<file path="src/rtl/uart_rx.sv">
// rtl/uart_rx.sv - 8N1 UART receiver with centre sampling, framing-error and overrun flags
module uart_rx #(
  parameter int BAUD_DIV = 2604
) (
  input  logic       clk,
  input  logic       rst,
  input  logic       RX,
  input  logic       clr_rdy,
  output logic [7:0] rx_data,
  output logic       rdy,
  output logic       frm_err,
  output logic       overrun
);

  localparam int CW = $clog2(BAUD_DIV);
  localparam logic [CW-1:0] HALF_M1 = CW'(BAUD_DIV / 2 - 1);
  localparam logic [CW-1:0] FULL_M1 = CW'(BAUD_DIV - 1);

  typedef enum logic [2:0] {
    S_IDLE  = 3'd0,
    S_START = 3'd1,
    S_DATA  = 3'd2,
    S_STOP  = 3'd3,
    S_BREAK = 3'd4
  } state_t;

  state_t        state_q, state_d;
  logic          sync1_q, rx_s_q;
  logic [CW-1:0] baud_q, baud_d;
  logic [3:0]    bit_q, bit_d;
  logic [7:0]    shft_q, shft_d;
  logic [7:0]    data_q, data_d;
  logic          rdy_q, rdy_d;
  logic          ferr_q, ferr_d;
  logic          ovr_q, ovr_d;
  logic          tick;

  assign tick = (state_q != S_IDLE) && (baud_q == '0);

  always_comb begin
    state_d = state_q;
    baud_d  = (baud_q != '0) ? baud_q - CW'(1) : baud_q;
    bit_d   = bit_q;
    shft_d  = shft_q;
    data_d  = data_q;
    rdy_d   = rdy_q & ~clr_rdy;
    ovr_d   = ovr_q & ~clr_rdy;
    ferr_d  = ferr_q;
    case (state_q)
      S_IDLE: begin
        if (!rx_s_q) begin
          baud_d  = HALF_M1;
          state_d = S_START;
        end
      end
      S_START: begin
        // A start bit that is gone by mid-bit was a glitch: drop it silently.
        if (tick) begin
          if (!rx_s_q) begin
            baud_d  = FULL_M1;
            bit_d   = 4'd0;
            state_d = S_DATA;
          end else begin
            state_d = S_IDLE;
          end
        end
      end
      S_DATA: begin
        if (tick) begin
          shft_d = {rx_s_q, shft_q[7:1]};
          bit_d  = bit_q + 4'd1;
          baud_d = FULL_M1;
          if (bit_q == 4'd7) state_d = S_STOP;
        end
      end
      S_STOP: begin
        if (tick) begin
          if (rx_s_q) begin
            data_d  = shft_q;
            rdy_d   = 1'b1;
            ferr_d  = 1'b0;
            ovr_d   = ovr_d | rdy_q;
            state_d = S_IDLE;
          end else begin
            ferr_d  = 1'b1;
            state_d = S_BREAK;
          end
        end
      end
      S_BREAK: begin
        // Hold off until the line returns high so a stuck-low line cannot re-trigger.
        if (rx_s_q) state_d = S_IDLE;
      end
      default: state_d = S_IDLE;
    endcase
  end

  always_ff @(posedge clk) begin
    if (rst) begin
      state_q <= S_IDLE;
      sync1_q <= 1'b1;
      rx_s_q  <= 1'b1;
      baud_q  <= '0;
      bit_q   <= 4'd0;
      shft_q  <= 8'h00;
      data_q  <= 8'h00;
      rdy_q   <= 1'b0;
      ferr_q  <= 1'b0;
      ovr_q   <= 1'b0;
    end else begin
      state_q <= state_d;
      sync1_q <= RX;
      rx_s_q  <= sync1_q;
      baud_q  <= baud_d;
      bit_q   <= bit_d;
      shft_q  <= shft_d;
      data_q  <= data_d;
      rdy_q   <= rdy_d;
      ferr_q  <= ferr_d;
      ovr_q   <= ovr_d;
    end
  end

  assign rx_data = data_q;
  assign rdy     = rdy_q;
  assign frm_err = ferr_q;
  assign overrun = ovr_q;

endmodule

</file>
<file path="config.mk">
export PLATFORM = sky130hd
export DESIGN_NAME = uart_rx
export DESIGN_NICKNAME = d
export VERILOG_FILES = /design/src/rtl/uart_rx.sv
export SDC_FILE = /design/constraint.sdc
export NUM_CORES = 1
export LEC_CHECK = 0
export ABC_AREA = 1
export CELL_PAD_IN_SITES_DETAIL_PLACEMENT = 0
export CELL_PAD_IN_SITES_GLOBAL_PLACEMENT = 1
export CORE_MARGIN = 3
export CORE_UTILIZATION = 45
export DETAILED_ROUTE_END_ITERATION = 10
export PLACE_DENSITY = 0.83
export RECOVER_POWER = 25
export SYNTH_ARGS = -nofsm -noshare
export SYNTH_HDL_FRONTEND = slang
export SYNTH_SLANG_ARGS = --single-unit
</file>
<file path="constraint.sdc">
create_clock -name clk -period 2.2 [get_ports clk]
set_input_delay 0.22 -clock clk [delete_from_list [all_inputs] [get_ports clk]]
set_output_delay 0.22 -clock clk [all_outputs]
set_load 0.03 [all_outputs]
</file>
==> results of run 1 <==
## area by class of cell
class	instances	area (um2)
Clock buffer	6	82.6
Clock inverter	2	10.0
Fill cell	391	1870
Inverter	26	97.6
Multi-Input combinational cell	192	965
Sequential cell	40	801
Tap cell	50	62.6
Timing Repair Buffer	18	166
## registers in the layout, summed over array words and instances, names as in the netlist
signal / count
baud_q: 12
rx_s_q: 1
rdy: 1
state_q: 3
frm_err: 1
shft_q: 8
bit_q: 4
sync1_q: 1
overrun: 1
rx_data: 8
## stage by stage
stage	hold slack [ps]	total power [mW]	cell area, um2	cells
detailed placement	397	1.92	2100	326
global route	423	2.62	2180	334
CTS	415	2.43	2190	334
global placement	394	1.93	2100	326
finish	408	2.40	2180	334
floorplan	324	1.75	1910	267
## layer usage
| layer | vias up | global-route usage | part of all wire |
|---|---|---|---|
| met5 | - | 0 | 0 |
| met3 | 6 | 0.0384 | 0.032 |
| li1 | 895 | - | - |
| met4 | 0 | 0.0835 | 0.011 |
| met1 | 753 | 0.223 | 0.49 |
| met2 | 26 | 0.271 | 0.47 |
## cells by family after synthesis
logic type,synth area share
AOI/OAI and AO/OA,0.134
xor gates and xnor gates,0.0183
adders and majority gates,0.0131
buffers and inverters,0.0766
DFF,0.419
and+or+nand+nor,0.339
## worst max path at each step
stage                               from  depth (start not counted)  slack (ps)                      end
global placement    baud_q[0]$_SDFF_PP0_                          9         410  rx_data[5]$_SDFFE_PP0P_
global route        baud_q[0]$_SDFF_PP0_                          9         160  rx_data[0]$_SDFFE_PP0P_
finish              baud_q[0]$_SDFF_PP0_                          9         330  rx_data[3]$_SDFFE_PP0P_
floorplan           baud_q[0]$_SDFF_PP0_                          9         670   shft_q[6]$_SDFFE_PP0P_
detailed placement  baud_q[0]$_SDFF_PP0_                          9         360  rx_data[6]$_SDFFE_PP0P_
CTS                 baud_q[0]$_SDFF_PP0_                          9         330  rx_data[3]$_SDFFE_PP0P_
## placed cells by master, fill, tap and decap left out, types with 3 or more instances in the layout
cell              n
nor2_1           46
inv_1            24
nand4_1           5
dlygate4sd3_1    11
nand3_1          20
buf_4             3
or2_2             6
a21oi_1          17
o21ai_0          17
nand2_1          47
clkdlybuf4s50_1   3
clkbuf_8          6
dfxtp_1          40
xnor2_1           3
o21ai_1           9
## power groups by stage
stage                     logic, mW  registers [mW]  clock network (mW)
after floorplan               0.844           0.905                   0
after global placement        0.988           0.943                   0
after detailed placement      0.984           0.940                   0
after CTS                     0.987           0.923               0.518
after global routing           1.13           0.938               0.545
final                         0.980           0.922               0.501
## worst register-to-register path, cell delays in order (launching register included)
cell and delay (ps):
dfxtp_1 310, inv_1 130, ha_1 330, nand2_4 110
nor2_8 140, nand2_4 160, nor3_4 270, buf_4 200
o21ai_1 60, nor2_1 100
==> flow_summary.ini, run 1 <==
[worst_setup_path]
r2r_start = baud_q[0]$_SDFF_PP0_
crit_buf_inv = 2
required_ps = 2420
worstSetupEndpointType = register
crit_top_cell = nand2_4
r2r-end = rx_data[3]$_SDFFE_PP0P_
cp_cell_sequence = inv_1 > ha_1 > nand2_4 > nor2_8 > nand2_4 > nor3_4 > buf_4 > o21ai_1 > nor2_1
r2r_setup_slack_ps = 330
cp_top_family = simple AND/OR/NAND/NOR gates
crit_path_max_incr_delay_ps = 330
cp_data_arrival_time_ps = 2100
worst_r2r_path_depth = 9
criticalPathCategory = reg -> reg
crit_fanout = 19
cpMaxStageDelayCell = ha_1
cp-start-kind = register

[layout]
area_delta_synth_final_pct = 14.3
final_util = 0.538
antenna_cells = 0
fin_nets = 289
final_layout_size_suffix_gt1_frac = 0.106

[timing]
fin_setup_tns_ps = 0
fin_ws_ps = 329
setup_viol = 0
min_period_ps = 1870
fin_crit_sh = 0.850
slew-limit-headroom = 0.661
tightest_slew_ps = 508
max_freq_mhz = 535
final.setup_skew_ps = 4.84
maxSlewViolCount = 0
rsz0062_at_grt = no
hold_viol_final = 0

[clock_tree]
hold_buffers = 0
cts_buffer_depth = 2
post-cts-setup-buffer-count = 0
worstSkewPairLatency_ps = 290
clk_pin_slew_ps = 80
numCtsBuffers = 5
clockRootBuffer = clkbuf_8
cts_sinks = 40
cts_tree = done
htree_levels = 2
cts_resized = 0

[routing]
vias = 1680
drc = 0
dr.pass1.iters = 4
drtIter0Drc = 101
wire_per_inst_um = 11.8
routed_wl_um = 3950
viasPerCell = 5.03
final_antenna_net_count = 0

[global_route]
antenna_found_initial = 0
overflow = 0
track_usage = 0.173
grt_pass1_vias = 1601
grt_first_pass_wirelength_um = 7020
grt_max_degree = 20

[floorplan]
die_x_um = 71.2
initial_core_util = 0.471
io_pins = 15
die_y_um = 71.2
coreArea_um2 = 4060
num_rows = 23
die-area_um2 = 5070

[placement]
hpwl_um = 2940
numPortBuffers = 14
gp_congestion = 0.802
place_ws_ps = 358

[pwr]
vdd_drop_max_mv = 0.515
p_int_mw = 1.45
pwr-share-comb = 0.408
pwr-share-clk = 0.209
switchingPower_mw = 0.957
p_leak_nw = 1.07
pwr-share-seq = 0.384
power.density_nw_per_um2 = 1100
p_sw_frac = 0.398

[logic_synthesis]
synth_top_area_cell = dfxtp_1
synth_cell_type_count = 32
async_reset_ff_frac = 0
synth_ff_type = dfxtp_1
synth.area.top_cells = dfxtp_1 42%, nand2_1 9.2%, nor2_1 9.0%, nand3_1 5.2%, inv_1 4.7%
synth.top_cell.area_share = 0.419
syn_area_per_cell_um2 = 7.16
ys_warn_count = 0
synth_edf_count = 0
ys_seq_elements = 40
yosysSeqAreaShare = 0.419
synth_common_cells = 47 x nand2_1, 46 x nor2_1, 40 x dfxtp_1
synthesis.area_um2 = 1910
synth.most_common_cell = nand2_1
synth_cells = 267
syn-num-nets = 273

[job]
cap_violations = 0

[worst_hold_path]
hold_class = reg -> reg
hold_depth = 1
hp-start = sync1_q$_SDFF_PP1_
holdPathEnd = rx_s_q$_SDFF_PP1_

[run_status]
status = completed
Power figures use the tool's default switching activity.
==> run 2: changes to the inputs <==
CTS_CLUSTER_DIAMETER = 50   (was unset)
==> results of run 2 <==
The final DEF is identical to that of run 1; final timing and power are the same.
==> run 3: changes to the inputs <==
MAX_ROUTING_LAYER = met4   (was unset)
==> flow_summary.ini, run 3 (synthesis results as in run 1) <==
[global_route]
grt_pass1_vias = 1599
track_usage = 0.178
grt_first_pass_wirelength_um = 7020
grt_max_degree = 20
overflow = 0
antenna_found_initial = 0

[clock_tree]
hold_buffers = 0
worstSkewPairLatency_ps = 290
clk_pin_slew_ps = 80
cts_resized = 0
numCtsBuffers = 5
cts_buffer_depth = 2
clockRootBuffer = clkbuf_8
htree_levels = 2
cts_sinks = 40
cts_tree = done
post-cts-setup-buffer-count = 0

[job]
cap_violations = 0

[routing]
dr.pass1.iters = 4
final_antenna_net_count = 0
routed_wl_um = 3960
vias = 1688
wire_per_inst_um = 11.9
viasPerCell = 5.05
drc = 0
drtIter0Drc = 101

[worst_setup_path]
cp_data_arrival_time_ps = 2100
r2r_start = baud_q[0]$_SDFF_PP0_
r2r_setup_slack_ps = 330
worstSetupEndpointType = register
required_ps = 2430
r2r-end = rx_data[3]$_SDFFE_PP0P_
criticalPathCategory = reg -> reg
cp-start-kind = register
worst_r2r_path_depth = 9
crit_fanout = 19

[placement]
gp_congestion = 0.814
hpwl_um = 2940
numPortBuffers = 14
place_area_um2 = 2100

[pwr]
p_int_mw = 1.45
power.density_nw_per_um2 = 1100
vdd_drop_max_mv = 0.517
p_leak_nw = 1.07
p_sw_frac = 0.399
total_power_mw = 2.41
pwr-share-seq = 0.383
pwr-share-comb = 0.407
pwr-share-clk = 0.209
switchingPower_mw = 0.960

[floorplan]
initial_core_util = 0.471
die_y_um = 71.2
die-area_um2 = 5070
die_x_um = 71.2
coreArea_um2 = 4060
num_rows = 23
io_pins = 15

[timing]
min_period_ps = 1870
fin_crit_sh = 0.851
maxSlewViolCount = 0
tightest_slew_ps = 508
setup_viol = 0
rsz0062_at_grt = no
final.setup_skew_ps = 4.22
fin_setup_tns_ps = 0
max_freq_mhz = 534
hold_viol_final = 0
slew-limit-headroom = 0.661

[layout]
final_common_cell = nand2_1
fillCellCount = 391
fin_nets = 289
area_delta_synth_final_pct = 14.3
antenna_cells = 0
seq_area_um2 = 801
postLayoutCellArea_um2 = 2180
final_layout_size_suffix_gt1_frac = 0.106
largest_reg_flops = 12
layout_common_cells = 47 x nand2_1, 46 x nor2_1, 40 x dfxtp_1, 24 x inv_1, 20 x nand3_1
regMostFlops = baud_q
multi_input_area_um2 = 965

[run_status]
status = completed

[worst_hold_path]
holdPathEnd = rx_s_q$_SDFF_PP1_
hp-start = sync1_q$_SDFF_PP1_
hold_depth = 1
hold_class = reg -> reg
-- run 3: cell counts in the layout (fill, tap and decap cells not counted) --
Identical to the previous run, type by type.
-- run 3: worst max path at each step --
stage	from	slack, ps	depth (start not counted)	end
after floorplan	baud_q[0]$_SDFF_PP0_	670	9	shft_q[6]$_SDFFE_PP0P_
after global placement	baud_q[0]$_SDFF_PP0_	410	9	rx_data[5]$_SDFFE_PP0P_
after detailed placement	baud_q[0]$_SDFF_PP0_	360	9	rx_data[6]$_SDFFE_PP0P_
after CTS	baud_q[0]$_SDFF_PP0_	330	9	rx_data[3]$_SDFFE_PP0P_
after global routing	baud_q[0]$_SDFF_PP0_	160	9	rx_data[0]$_SDFFE_PP0P_
final	baud_q[0]$_SDFF_PP0_	330	9	rx_data[3]$_SDFFE_PP0P_
-- run 3: routing by layer --
metal / up-vias / GRT usage / routed length [um]
met5: - / - / 0
met4: 0 / 0.0835 / 56
met3: 8 / 0.0384 / 112
met2: 25 / 0.270 / 1850
met1: 760 / 0.225 / 1940
li1: 895 / - / -
-- run 3: final cells by class --
cell class                 count  share of cell area
sequential                    40               0.367
clock buffer                   6              0.0378
clock inverter                 2             0.00458
multi-input combinational    192               0.442
timing repair buffer          18              0.0762
inverter                      26              0.0447
tap                           50              0.0286
-- run 3: power groups by stage --
stage                     Clock, mW  Sequential (mW)  Combinational, mW
after floorplan                   0            0.905              0.844
after global placement            0            0.943              0.988
after detailed placement          0            0.940              0.984
after CTS                     0.518            0.923              0.987
after global routing          0.547            0.938               1.13
final                         0.503            0.923              0.980
-- run 3: metrics by stage --
step	hold slack, ps	setup WS, ps	cells	util
finish	408	329	334	0.538
global route	423	164	334	0.538
CTS	415	334	334	0.539
detailed placement	397	358	326	0.516
global placement	394	410	326	0.516
floorplan	324	671	267	-
-- run 3: critical path: stages (launching register included) --
cell,delay [ps]
dfxtp_1,310
inv_1,130
ha_1,330
nand2_4,110
nor2_8,140
nand2_4,160
nor3_4,260
buf_4,200
o21ai_1,60
nor2_1,100
